==> config.mk <==
export PLATFORM = sky130hd
export DESIGN_NAME = tt_um_jimktrains_vslc_prescaler
export DESIGN_NICKNAME = d
export VERILOG_FILES = /design/src/rtl/vslc_pkg.sv /design/src/rtl/vslc_sync_edge.sv /design/src/rtl/tt_um_jimktrains_vslc_prescaler.sv
export SDC_FILE = /design/constraint.sdc
export NUM_CORES = 1
export LEC_CHECK = 0
export ABC_AREA = 1
export CAP_MARGIN = 10
export CORE_AREA = 4 4 92 59
export CTS_CLUSTER_SIZE = 8
export DETAILED_ROUTE_END_ITERATION = 10
export DIE_AREA = 0 0 96 63
export PLACE_DENSITY = 0.85
export SLEW_MARGIN = 25
export SYNTH_ARGS = -nofsm -noshare
export SYNTH_HDL_FRONTEND = slang
export SYNTH_HIERARCHICAL = 1
export SYNTH_SLANG_ARGS = --single-unit
==> constraint.sdc <==
create_clock -name clk -period 4.35 [get_ports clk]
set_clock_uncertainty 0.2 [all_clocks]
set_input_delay 0.87 -clock clk [delete_from_list [all_inputs] [get_ports clk]]
set_output_delay 0.87 -clock clk [all_outputs]
set_load 0.05 [all_outputs]
==> src/rtl/vslc_pkg.sv <==
// Shared definitions for the VSLC timer block family.
//
// Contents:
//   DIV_WIDTH_DEFAULT  default width of prescaler divisor/counter
//   SRC_CLK / SRC_EXT  src_sel encodings (count clk / count ext_in edges)
//   EDGE_RISE / EDGE_FALL  ext_edge encodings
//   edge_detect()      single-cycle edge detect from synced + history bits
package vslc_pkg;

    localparam int DIV_WIDTH_DEFAULT = 16;

    localparam logic SRC_CLK   = 1'b0;
    localparam logic SRC_EXT   = 1'b1;

    localparam logic EDGE_RISE = 1'b0;
    localparam logic EDGE_FALL = 1'b1;

    // High for one cycle when the synchronised level has just made the
    // selected transition (history holds the previous synchronised level).
    function automatic logic edge_detect(
        input logic edge_sel,
        input logic synced,
        input logic hist
    );
        return (edge_sel == EDGE_FALL) ? (~synced & hist) : (synced & ~hist);
    endfunction

endpackage

==> src/rtl/vslc_sync_edge.sv <==
// Synchroniser plus edge detector for an asynchronous VSLC input pin.
//
// Ports:
//   clk        system clock, all logic on posedge
//   rst_n      synchronous active-low reset; clears every flop
//   din        asynchronous input pin
//   edge_sel   EDGE_RISE: rising edges detected, EDGE_FALL: falling edges
//   ext_event  registered one-cycle pulse per detected edge
//
// A din transition shows up on ext_event SYNC_STAGES+1 clk edges later:
// SYNC_STAGES synchroniser flops, then the registered detector output.
// SYNC_STAGES must be at least 2 for metastability protection.
module vslc_sync_edge
    import vslc_pkg::*;
#(
    parameter int SYNC_STAGES = 2
) (
    input  logic clk,
    input  logic rst_n,
    input  logic din,
    input  logic edge_sel,
    output logic ext_event
);

    logic [SYNC_STAGES-1:0] sync_reg;
    logic                   hist_reg;
    logic                   ext_event_reg;

    generate
        for (genvar gi = 0; gi < SYNC_STAGES; gi++) begin : g_sync
            if (gi == 0) begin : g_first
                always_ff @(posedge clk) begin
                    if (!rst_n) sync_reg[gi] <= 1'b0;
                    else        sync_reg[gi] <= din;
                end
            end else begin : g_chain
                always_ff @(posedge clk) begin
                    if (!rst_n) sync_reg[gi] <= 1'b0;
                    else        sync_reg[gi] <= sync_reg[gi-1];
                end
            end
        end
    endgenerate

    always_ff @(posedge clk) begin
        if (!rst_n) begin
            hist_reg      <= 1'b0;
            ext_event_reg <= 1'b0;
        end else begin
            hist_reg      <= sync_reg[SYNC_STAGES-1];
            ext_event_reg <= edge_detect(edge_sel, sync_reg[SYNC_STAGES-1], hist_reg);
        end
    end

    assign ext_event = ext_event_reg;

endmodule

==> src/rtl/tt_um_jimktrains_vslc_prescaler.sv <==
// VSLC prescaler: tick source for the VSLC timer's timer_clk input.
//
// Divides clk (src_sel=SRC_CLK) or synchronised ext_in edges
// (src_sel=SRC_EXT) by a programmable divisor, producing a square wave
// whose halves each last div_active+1 count events.
//
// Ports:
//   clk          system clock
//   rst_n        synchronous active-low reset
//   enable       1 = run; 0 = hold outputs low, clear counter
//   src_sel      count source select
//   ext_in       asynchronous external event pin
//   ext_edge     which ext_in edge counts (EDGE_RISE / EDGE_FALL)
//   div_in       new divisor value
//   div_wr       one-cycle strobe capturing div_in
//   timer_clk    divided square wave
//   tick         one-cycle pulse when timer_clk goes 0->1
//   div_pending  shadow holds a divisor not yet applied
//   div_active   divisor currently in use
//
// Divisor updates while running land in a shadow register and are only
// transferred at a half-period wrap, so the output never glitches.
module tt_um_jimktrains_vslc_prescaler
    import vslc_pkg::*;
#(
    parameter int          DIV_WIDTH   = DIV_WIDTH_DEFAULT,
    parameter int          SYNC_STAGES = 2,
    parameter int unsigned RESET_DIV   = 0
) (
    input  logic                 clk,
    input  logic                 rst_n,
    input  logic                 enable,
    input  logic                 src_sel,
    input  logic                 ext_in,
    input  logic                 ext_edge,
    input  logic [DIV_WIDTH-1:0] div_in,
    input  logic                 div_wr,
    output logic                 timer_clk,
    output logic                 tick,
    output logic                 div_pending,
    output logic [DIV_WIDTH-1:0] div_active
);

    localparam logic [DIV_WIDTH-1:0] RESET_DIV_W = DIV_WIDTH'(RESET_DIV);

    logic                 ext_event;
    logic                 ce;
    logic                 wrap;

    logic [DIV_WIDTH-1:0] counter_reg,    counter_next;
    logic                 timer_clk_reg,  timer_clk_next;
    logic                 tick_reg,       tick_next;
    logic [DIV_WIDTH-1:0] div_active_reg, div_active_next;
    logic [DIV_WIDTH-1:0] shadow_reg,     shadow_next;
    logic                 div_pending_reg, div_pending_next;

    vslc_sync_edge #(
        .SYNC_STAGES (SYNC_STAGES)
    ) u_sync_edge (
        .clk       (clk),
        .rst_n     (rst_n),
        .din       (ext_in),
        .edge_sel  (ext_edge),
        .ext_event (ext_event)
    );

    assign ce   = enable & ((src_sel == SRC_EXT) ? ext_event : 1'b1);
    // Wrap always compares against the divisor in use this cycle, even if
    // a div_wr arrives on the same cycle.
    assign wrap = ce & (counter_reg == div_active_reg);

    always_comb begin
        counter_next     = counter_reg;
        timer_clk_next   = timer_clk_reg;
        tick_next        = 1'b0;
        div_active_next  = div_active_reg;
        shadow_next      = shadow_reg;
        div_pending_next = div_pending_reg;

        if (!enable) begin
            // Idle: nothing is being generated, so any divisor can be
            // applied straight away without risk of a glitch.
            counter_next     = '0;
            timer_clk_next   = 1'b0;
            div_pending_next = 1'b0;
            if (div_wr) begin
                div_active_next = div_in;
                shadow_next     = div_in;
            end else if (div_pending_reg) begin
                div_active_next = shadow_reg;
            end
        end else begin
            if (ce) begin
                if (wrap) begin
                    counter_next   = '0;
                    timer_clk_next = ~timer_clk_reg;
                    tick_next      = ~timer_clk_reg;
                end else begin
                    counter_next   = counter_reg + DIV_WIDTH'(1);
                end
            end

            if (div_wr) begin
                shadow_next = div_in;
                if (wrap) begin
                    // Already at a half-period boundary: apply directly.
                    div_active_next  = div_in;
                    div_pending_next = 1'b0;
                end else begin
                    div_pending_next = 1'b1;
                end
            end else if (wrap && div_pending_reg) begin
                div_active_next  = shadow_reg;
                div_pending_next = 1'b0;
            end
        end
    end

    always_ff @(posedge clk) begin
        if (!rst_n) begin
            counter_reg     <= '0;
            timer_clk_reg   <= 1'b0;
            tick_reg        <= 1'b0;
            div_active_reg  <= RESET_DIV_W;
            shadow_reg      <= RESET_DIV_W;
            div_pending_reg <= 1'b0;
        end else begin
            counter_reg     <= counter_next;
            timer_clk_reg   <= timer_clk_next;
            tick_reg        <= tick_next;
            div_active_reg  <= div_active_next;
            shadow_reg      <= shadow_next;
            div_pending_reg <= div_pending_next;
        end
    end

    assign timer_clk   = timer_clk_reg;
    assign tick        = tick_reg;
    assign div_pending = div_pending_reg;
    assign div_active  = div_active_reg;

endmodule

==> results.cfg, run 1 <==
[routing]
antenna_left = 0
first_pass_iters = 4
vias_per_cell = 5.10
drc = 0
dr.first_iter.drc_count = 121
wl_per_cell_um = 12.7
num_vias = 2324
finalWirelength_um = 5790

[clocking]
numCtsBuffers = 5
cts_tree = done
ctsLongestPathBuffers = 2
clk_pin_slew_ns = 0.10
clock-sinks = 55
holdBufCountCts = 0
clockRootBuffer = clkbuf_8
htree_levels = 2
post_cts_buffers = 0
clk_latency_ns = 0.30
cts_resized = 0

[cells_and_area]
drive_gt1_frac = 0.0382
syn_to_final_growth_pct = 21.3
fin_area_um2 = 3090
layout.nets = 417
fill_cells = 387
layout_commonest_cell = nand2_1
final_cell_mix = nand2_1 (80), nor2_1 (73), dfxtp_1 (55)
postLayoutCoreUtil = 0.681
diodes = 0

[sta]
setup_ws_ns = 1.40
setup_viol = 0
drv_slew = 0
relSlewSlack = 0.421
rsz0062_at_grt = no
period_minus_slack_ns = 2.95
worst-slew-pin-transition_ns = 0.868
post-route-period-util = 0.678
fmax_ghz = 0.339
finalHoldViolations = 0
setup-tns-final_ns = 0

[global_routing]
grt-busiest-layer = met1
grt_overflow = 0
globalRouteMet2Util = 0.296
grt_first_pass_wirelength_um = 9780
grt_usage = 0.204
antenna_found_initial = 0
grt_pass1_vias = 2126
grt_start_max_net_pins = 34
met3_usage = 0.0674
grtUsageMet1 = 0.297

[synth]
netlist_area_um2 = 2550
synth_fa_ha_area_frac = 0.00491
syn_nets = 378
ys_ff_latch = 55
synth_warnings = 6
synth_edf_count = 0
ys_seq_area_frac = 0.432
ys.flop_type = dfxtp_1
synth_top_family_by_area = simple AND/OR/NAND/NOR gates
async_flop_share = 0
synth_cells = 354
synth_mux_area_frac = 0.0628
synthSimpleGateAreaFrac = 0.323
synthXorXnorAreaFrac = 0.0412
yosys.cell_types.count = 27
synth-compound-area-share = 0.0565
synth.avg_cell_area_um2 = 7.20

[pwr]
ir_drop_v = 0.000195
p_seq_frac = 0.506
switching_share = 0.282
cellLeakagePower_nw = 1.34
clkPwrFrac = 0.310
switching_power_mw = 0.303
p_int_mw = 0.772
powerDensity_nw_per_um2 = 348
combPwrFrac = 0.184

[status]
status = finished clean

[floorplanning]
fp.dieH_um = 63
start_util = 0.561
io_pins = 42
dieWidth_um = 96
core_area_um2 = 4540
die-area_um2 = 6050
rows = 19

[placement]
dp_slack_ns = 1.11
place_area_um2 = 2980
dp_hpwl_um = 4440
port_buffers = 41
gp_congestion = 0.910

[setup_path]
crit_type = primary input to flip-flop
crit_required_ns = 4.35
cp-end-kind = flip-flop
cp_data_arrival_time_ns = 2.95
start_kind = primary input
cp_max_fo = 33

[hold_path]
hold_path.class = flip-flop to flip-flop

[job]
cap_violations = 0
## final cells by class
| class | instances | area (um^2) | area share |
|---|---|---|---|
| Multi-Input combinational cell | 252 | 1240 | 0.402 |
| Clock inverter | 2 | 37.5 | 0.0121 |
| Timing Repair Buffer | 43 | 425 | 0.138 |
| Sequential cell | 55 | 1100 | 0.356 |
| Inverter | 36 | 135 | 0.0437 |
| Clock buffer | 5 | 68.8 | 0.0223 |
| Tap cell | 63 | 78.8 | 0.0255 |
## critical path, stage by stage
cell             delay [ns]
clkdlybuf4s50_1        0.58
a21boi_4               0.34
nand3_1                0.12
nor2_1                 0.14
nand3_2                0.17
nand2_4                0.30
nor2_2                 0.16
inv_2                  0.18
nor2_1                 0.07
## cells by family after synthesis
logic type | Yosys count
flops | 55
compound gates | 26
buf+inv | 47
fa+ha+maj | 1
xor+xnor | 12
simple gates | 197
mux | 16
## synthesized netlist by cell type (2+ instances only)
cell type,instances,share of area
nor3_1,3,0.0059
dfxtp_1,55,0.43
nand2_1,80,0.12
mux2i_1,16,0.063
buf_2,4,0.0079
inv_1,34,0.050
buf_1,2,0.0029
clkbuf_1,2,0.0029
buf_6,3,0.013
o21ai_0,6,0.012
a21oi_1,19,0.037
nor2_1,73,0.11
xnor2_1,8,0.027
nand3_1,28,0.055
xor2_1,4,0.014
nand4_1,6,0.015
## metal layers
layer | part of all wire | up-vias
met5 | 0 | -
met1 | 0.51 | 1049
met3 | 0.082 | 4
li1 | - | 1195
met2 | 0.40 | 76
met4 | 0.0029 | 0
## power groups by stage
stage / Sequential (mW) / Combinational (mW) / Clock (mW)
global route: 0.547 / 0.218 / 0.355
detailed placement: 0.556 / 0.197 / 0
floorplan: 0.593 / 0.0948 / 0
CTS: 0.544 / 0.198 / 0.336
global placement: 0.555 / 0.195 / 0
finish: 0.544 / 0.198 / 0.333
## path summary, 6_finish.rpt
path	startpoint	end	slack [ns]	depth (start not counted)
worst max-delay path	enable	counter_reg[9]	1.40	9
worst min register to register	u_sync_edge/sync_reg[0]	u_sync_edge/sync_reg[1]	0.23	2
worst min-delay path	u_sync_edge/sync_reg[0]	u_sync_edge/sync_reg[1]	0.23	2
worst max register to register	div_active[6]	counter_reg[9]	2.20	11
## through the flow
| step | power (mW) | instances | hold WS (ns) |
|---|---|---|---|
| final | 1.07 | 456 | 0.229 |
| after global routing | 1.12 | 456 | 0.270 |
| after CTS | 1.08 | 456 | 0.227 |
| after detailed placement | 0.752 | 449 | 0.212 |
| after global placement | 0.749 | 449 | 0.193 |
| after floorplan | 0.688 | 354 | 0.190 |
No activity file was read; power rests on OpenSTA's default activity.
==> run 2: changes to the inputs <==
--- a/config.mk
+++ b/config.mk
@@ -7,11 +7,11 @@
 export LEC_CHECK = 0
 export ABC_AREA = 1
 export CAP_MARGIN = 10
-export CORE_AREA = 4 4 92 59
+export CORE_AREA = 4 4 100 64
 export CTS_CLUSTER_SIZE = 8
 export DETAILED_ROUTE_END_ITERATION = 10
-export DIE_AREA = 0 0 96 63
-export PLACE_DENSITY = 0.85
+export DIE_AREA = 0 0 104 68
+export PLACE_DENSITY = 0.76
 export SLEW_MARGIN = 25
 export SYNTH_ARGS = -nofsm -noshare
 export SYNTH_HDL_FRONTEND = slang
==> constraint.sdc (replaced) <==
create_clock -name clk -period 2.45 [get_ports clk]
set_clock_uncertainty 0.2 [all_clocks]
set_input_delay 0.49 -clock clk [delete_from_list [all_inputs] [get_ports clk]]
set_output_delay 0.49 -clock clk [all_outputs]
set_load 0.05 [all_outputs]
==> results.cfg, run 2 (same netlist as run 1, synthesis figures left out) <==
[pwr]
switching_power_mw = 0.543
combPwrFrac = 0.195
p_int_mw = 1.39
p_seq_frac = 0.500
switching_share = 0.281
cellLeakagePower_nw = 1.41
powerDensity_nw_per_um2 = 599
clkPwrFrac = 0.306
ir_drop_v = 0.000313

[floorplanning]
rows = 21
fp.dieH_um = 68
core_area_um2 = 5470
io_pins = 42
dieWidth_um = 104
die-area_um2 = 7070
start_util = 0.466

[routing]
antenna_left = 0
vias_per_cell = 4.94
finalWirelength_um = 6080
top_layer_used = met4
first_pass_iters = 5
dr_wl_met2_um = 2450
drt-met1-wl_um = 3120
routed-wl-met3_um = 493
dr.first_iter.drc_count = 143
wl_per_cell_um = 12.8
drc = 0
num_vias = 2347

[sta]
finalHoldViolations = 0
post-route-period-util = 0.922
fmax_ghz = 0.443
setup-tns-final_ns = 0
relSlewSlack = 0.655
setup_viol = 0
worst-slew-pin-transition_ns = 0.516
period_minus_slack_ns = 2.26
drv_slew = 0
rsz0062_at_grt = no

[global_routing]
grt_pass1_vias = 2107
grt_start_max_net_pins = 27
grt_usage = 0.175
antenna_found_initial = 0
grt_overflow = 0
grt_first_pass_wirelength_um = 9890

[setup_path]
cp_data_arrival_time_ns = 1.57
cpPeakStageDelay_ns = 0.84
path_cells = clkdlybuf4s50_1
crit_type = flip-flop to output pin
worst-path-buf-inv = 1
crit_start = div_active[11]
slowest_stage = clkdlybuf4s50_1
cp-end-kind = output pin
cp_max_fo = 4
crit_required_ns = 1.76
rr_startpoint = counter_reg[1]
crit_family = buffers and inverters
start_kind = flip-flop

[cells_and_area]
drive_gt1_frac = 0.0690
final_cell_mix = nand2_1 (80), nor2_1 (73), dfxtp_1 (55)
fill_cells = 514
diodes = 0
layout_commonest_cell = nand2_1
fin_cells = 475
layout.nets = 430
syn_to_final_growth_pct = 26.4
regArea_um2 = 1100
multi_input_area_um2 = 1240

[clocking]
htree_levels = 2
clock-sinks = 55
cts_resized = 0
clk_pin_slew_ns = 0.09
holdBufCountCts = 0
numCtsBuffers = 5
clk_latency_ns = 0.31
ctsLongestPathBuffers = 2
clockRootBuffer = clkbuf_8
post_cts_buffers = 0
cts_tree = done

[hold_path]
hold_path.class = flip-flop to flip-flop
min_from = u_sync_edge/sync_reg[0]

[status]
status = finished clean

[job]
cap_violations = 0

[placement]
dp_hpwl_um = 4660
dp.cells = 468
gp_congestion = 0.928
port_buffers = 41
run 2: cell types whose count changed in the layout (fill, tap and decap cells not counted), sizes merged:
cell | previous run | this run
buf | 2 | 15
run 2: cell type report:
| cell class | instances | area share |
|---|---|---|
| Sequential cell | 55 | 0.342 |
| Tap cell | 69 | 0.0268 |
| Timing Repair Buffer | 56 | 0.170 |
| Clock buffer | 5 | 0.0214 |
| Multi-Input combinational cell | 252 | 0.386 |
| Inverter | 36 | 0.0420 |
| Clock inverter | 2 | 0.0117 |
run 2: routing by layer:
layer / global-route usage / vias to the layer above
met5: 0 / -
met2: 0.263 / 75
met4: 0.0249 / 0
met1: 0.255 / 1054
li1: - / 1213
met3: 0.0500 / 5
run 2: power by group through the flow:
stage / Combinational, mW / Sequential, mW / Clock [mW]
2_1_floorplan: 0.168 / 1.05 / 0
3_3_place_gp: 0.369 / 0.986 / 0
3_5_place_dp: 0.373 / 0.986 / 0
4_1_cts: 0.375 / 0.966 / 0.606
5_1_grt: 0.406 / 0.971 / 0.642
6_report: 0.376 / 0.965 / 0.590
run 2: per-stage QoR:
step	util	worst slack (ns)	power, mW	cell area (um^2)	hold WS, ns
floorplan	-	0.509	1.22	2550	0.190
global placement	0.570	0.0643	1.35	3110	0.198
detailed placement	0.570	0.0382	1.36	3110	0.205
CTS	0.589	0.176	1.95	3220	0.229
global route	0.589	0.131	2.02	3220	0.269
finish	0.589	0.191	1.93	3220	0.231
run 2: final timing paths:
check                            endpoint  slack [ns]  depth (start not counted)
setup / recovery           div_active[11]        0.19                          1
hold / removal    u_sync_edge/sync_reg[1]        0.23                          2
setup reg to reg          counter_reg[14]        0.39                          9
hold reg to reg   u_sync_edge/sync_reg[1]        0.23                          2
==> run 3: changes to the inputs <==
--- a/config.mk
+++ b/config.mk
@@ -7,11 +7,12 @@
 export LEC_CHECK = 0
 export ABC_AREA = 1
 export CAP_MARGIN = 10
-export CORE_AREA = 4 4 100 64
+export CORE_AREA = 4 4 98 63
+export CTS_BUF_LIST = sky130_fd_sc_hd__clkbuf_8
 export CTS_CLUSTER_SIZE = 8
 export DETAILED_ROUTE_END_ITERATION = 10
-export DIE_AREA = 0 0 104 68
-export PLACE_DENSITY = 0.76
+export DIE_AREA = 0 0 102 67
+export PLACE_DENSITY = 0.78
 export SLEW_MARGIN = 25
 export SYNTH_ARGS = -nofsm -noshare
 export SYNTH_HDL_FRONTEND = slang
==> results.cfg, run 3 (same netlist as run 1, synthesis figures left out) <==
[status]
status = finished clean

[cells_and_area]
final_cell_mix = nand2_1 (80), nor2_1 (73), dfxtp_1 (55)
regArea_um2 = 1100
fill_cells = 502
drive_gt1_frac = 0.0690
multi_input_area_um2 = 1240
layout_commonest_cell = nand2_1
layout.nets = 429
syn_to_final_growth_pct = 26.5
diodes = 0

[clocking]
post_cts_buffers = 0
ctsLongestPathBuffers = 2
holdBufCountCts = 0
clk_pin_slew_ns = 0.10
clock-sinks = 55
cts_resized = 0
htree_levels = 2
clk_latency_ns = 0.31
clockRootBuffer = clkbuf_8
cts_tree = done
numCtsBuffers = 5

[global_routing]
grt_usage = 0.202
grt_first_pass_wirelength_um = 10800
grt_pass1_vias = 2250
grt_start_max_net_pins = 30
antenna_found_initial = 0
grt_overflow = 0

[routing]
finalWirelength_um = 6240
first_pass_iters = 4
wl_per_cell_um = 13.1
dr.first_iter.drc_count = 146
drc = 0
antenna_left = 0
vias_per_cell = 4.94
num_vias = 2346

[sta]
relSlewSlack = 0.661
post-route-period-util = 0.935
setup_ws_ns = 0.159
finalHoldViolations = 0
rsz0062_at_grt = no
setup-tns-final_ns = 0
period_minus_slack_ns = 2.29
setup_viol = 0
fmax_ghz = 0.437
drv_slew = 0
worst-slew-pin-transition_ns = 0.508

[floorplanning]
dieWidth_um = 102
fp.dieH_um = 67
start_util = 0.475
core_area_um2 = 5360
die-area_um2 = 6830
rows = 21
io_pins = 42

[placement]
port_buffers = 41
dp_slack_ns = 0.0543
gp_congestion = 0.966
dp_hpwl_um = 4850

[setup_path]
worst-path-buf-inv = 1
cp_data_arrival_time_ns = 1.60
cp.depth = 1
slowest_stage = clkdlybuf4s50_1
start_kind = flip-flop
cp_max_fo = 4
r2r_cells = 9
crit_type = flip-flop to output pin
crit_family = buffers and inverters
cpPeakStageDelay_ns = 0.85
regToRegSetupSlack_ns = 0.39
path_cells = clkdlybuf4s50_1
crit_required_ns = 1.76
rr_startpoint = counter_reg[1]
cp-end-kind = output pin
r2r_end = counter_reg[14]

[pwr]
powerDensity_nw_per_um2 = 588
cellLeakagePower_nw = 1.41
power_mw = 1.89
ir_drop_v = 0.000333

[hold_path]
min_from = u_sync_edge/sync_reg[0]
worstHoldPathCells = 2
whs_endpoint = u_sync_edge/sync_reg[1]
hold_path.class = flip-flop to flip-flop

[job]
cap_violations = 0
[run 3: worst max-delay path by stage]
stage / from / end / slack (ns)
floorplan: div_active[6] / div_active[10] / 0.51
global placement: src_sel / counter_reg[13] / 0.08
detailed placement: src_sel / counter_reg[13] / 0.05
CTS: div_active[7] / div_active[7] / 0.16
global route: div_active[7] / div_active[7] / 0.11
finish: div_active[7] / div_active[7] / 0.16
[run 3: layer usage]
layer / up-vias / global-route usage / part of all wire
met3: 5 / 0.0460 / 0.073
met5: - / 0 / 0
met1: 1058 / 0.298 / 0.52
met4: 0 / 0.0589 / 0.0059
li1: 1213 / - / -
met2: 70 / 0.290 / 0.40
[run 3: worst reg2reg max path, stage by stage, from the launching register on]
cell and delay, ns:
dfxtp_1 0.43, ha_1 0.22, nand2_1 0.06, nor3_1 0.23, nand3_1 0.20, nor2_1 0.22
nand2_1 0.12, o21ai_0 0.17, nand3_1 0.09, inv_1 0.07
[run 3: per-stage QoR]
stage	area, um^2	util	hold slack (ns)	std cells
after floorplan	2550	-	0.190	354
after CTS	3220	0.601	0.226	475
after detailed placement	3120	0.582	0.201	467
after global routing	3220	0.601	0.245	475
final	3220	0.601	0.222	475
after global placement	3120	0.582	0.212	467
[run 3: final cells by class]
cell class | count | area share
timing repair buffer | 55 | 0.172
clock inverter | 1 | 0.00233
multi-input combinational | 252 | 0.386
inverter | 36 | 0.0419
tap | 69 | 0.0268
sequential | 55 | 0.342
clock buffer | 7 | 0.0299
[run 3: power by group]
part / leakage (nW) / switching [mW] / total (mW) / internal, mW
clock: 0.0505 / 0.292 / 0.550 / 0.258
combinational: 0.913 / 0.223 / 0.378 / 0.155
sequential: 0.450 / 0.0315 / 0.966 / 0.934
total: 1.41 / 0.547 / 1.89 / 1.35
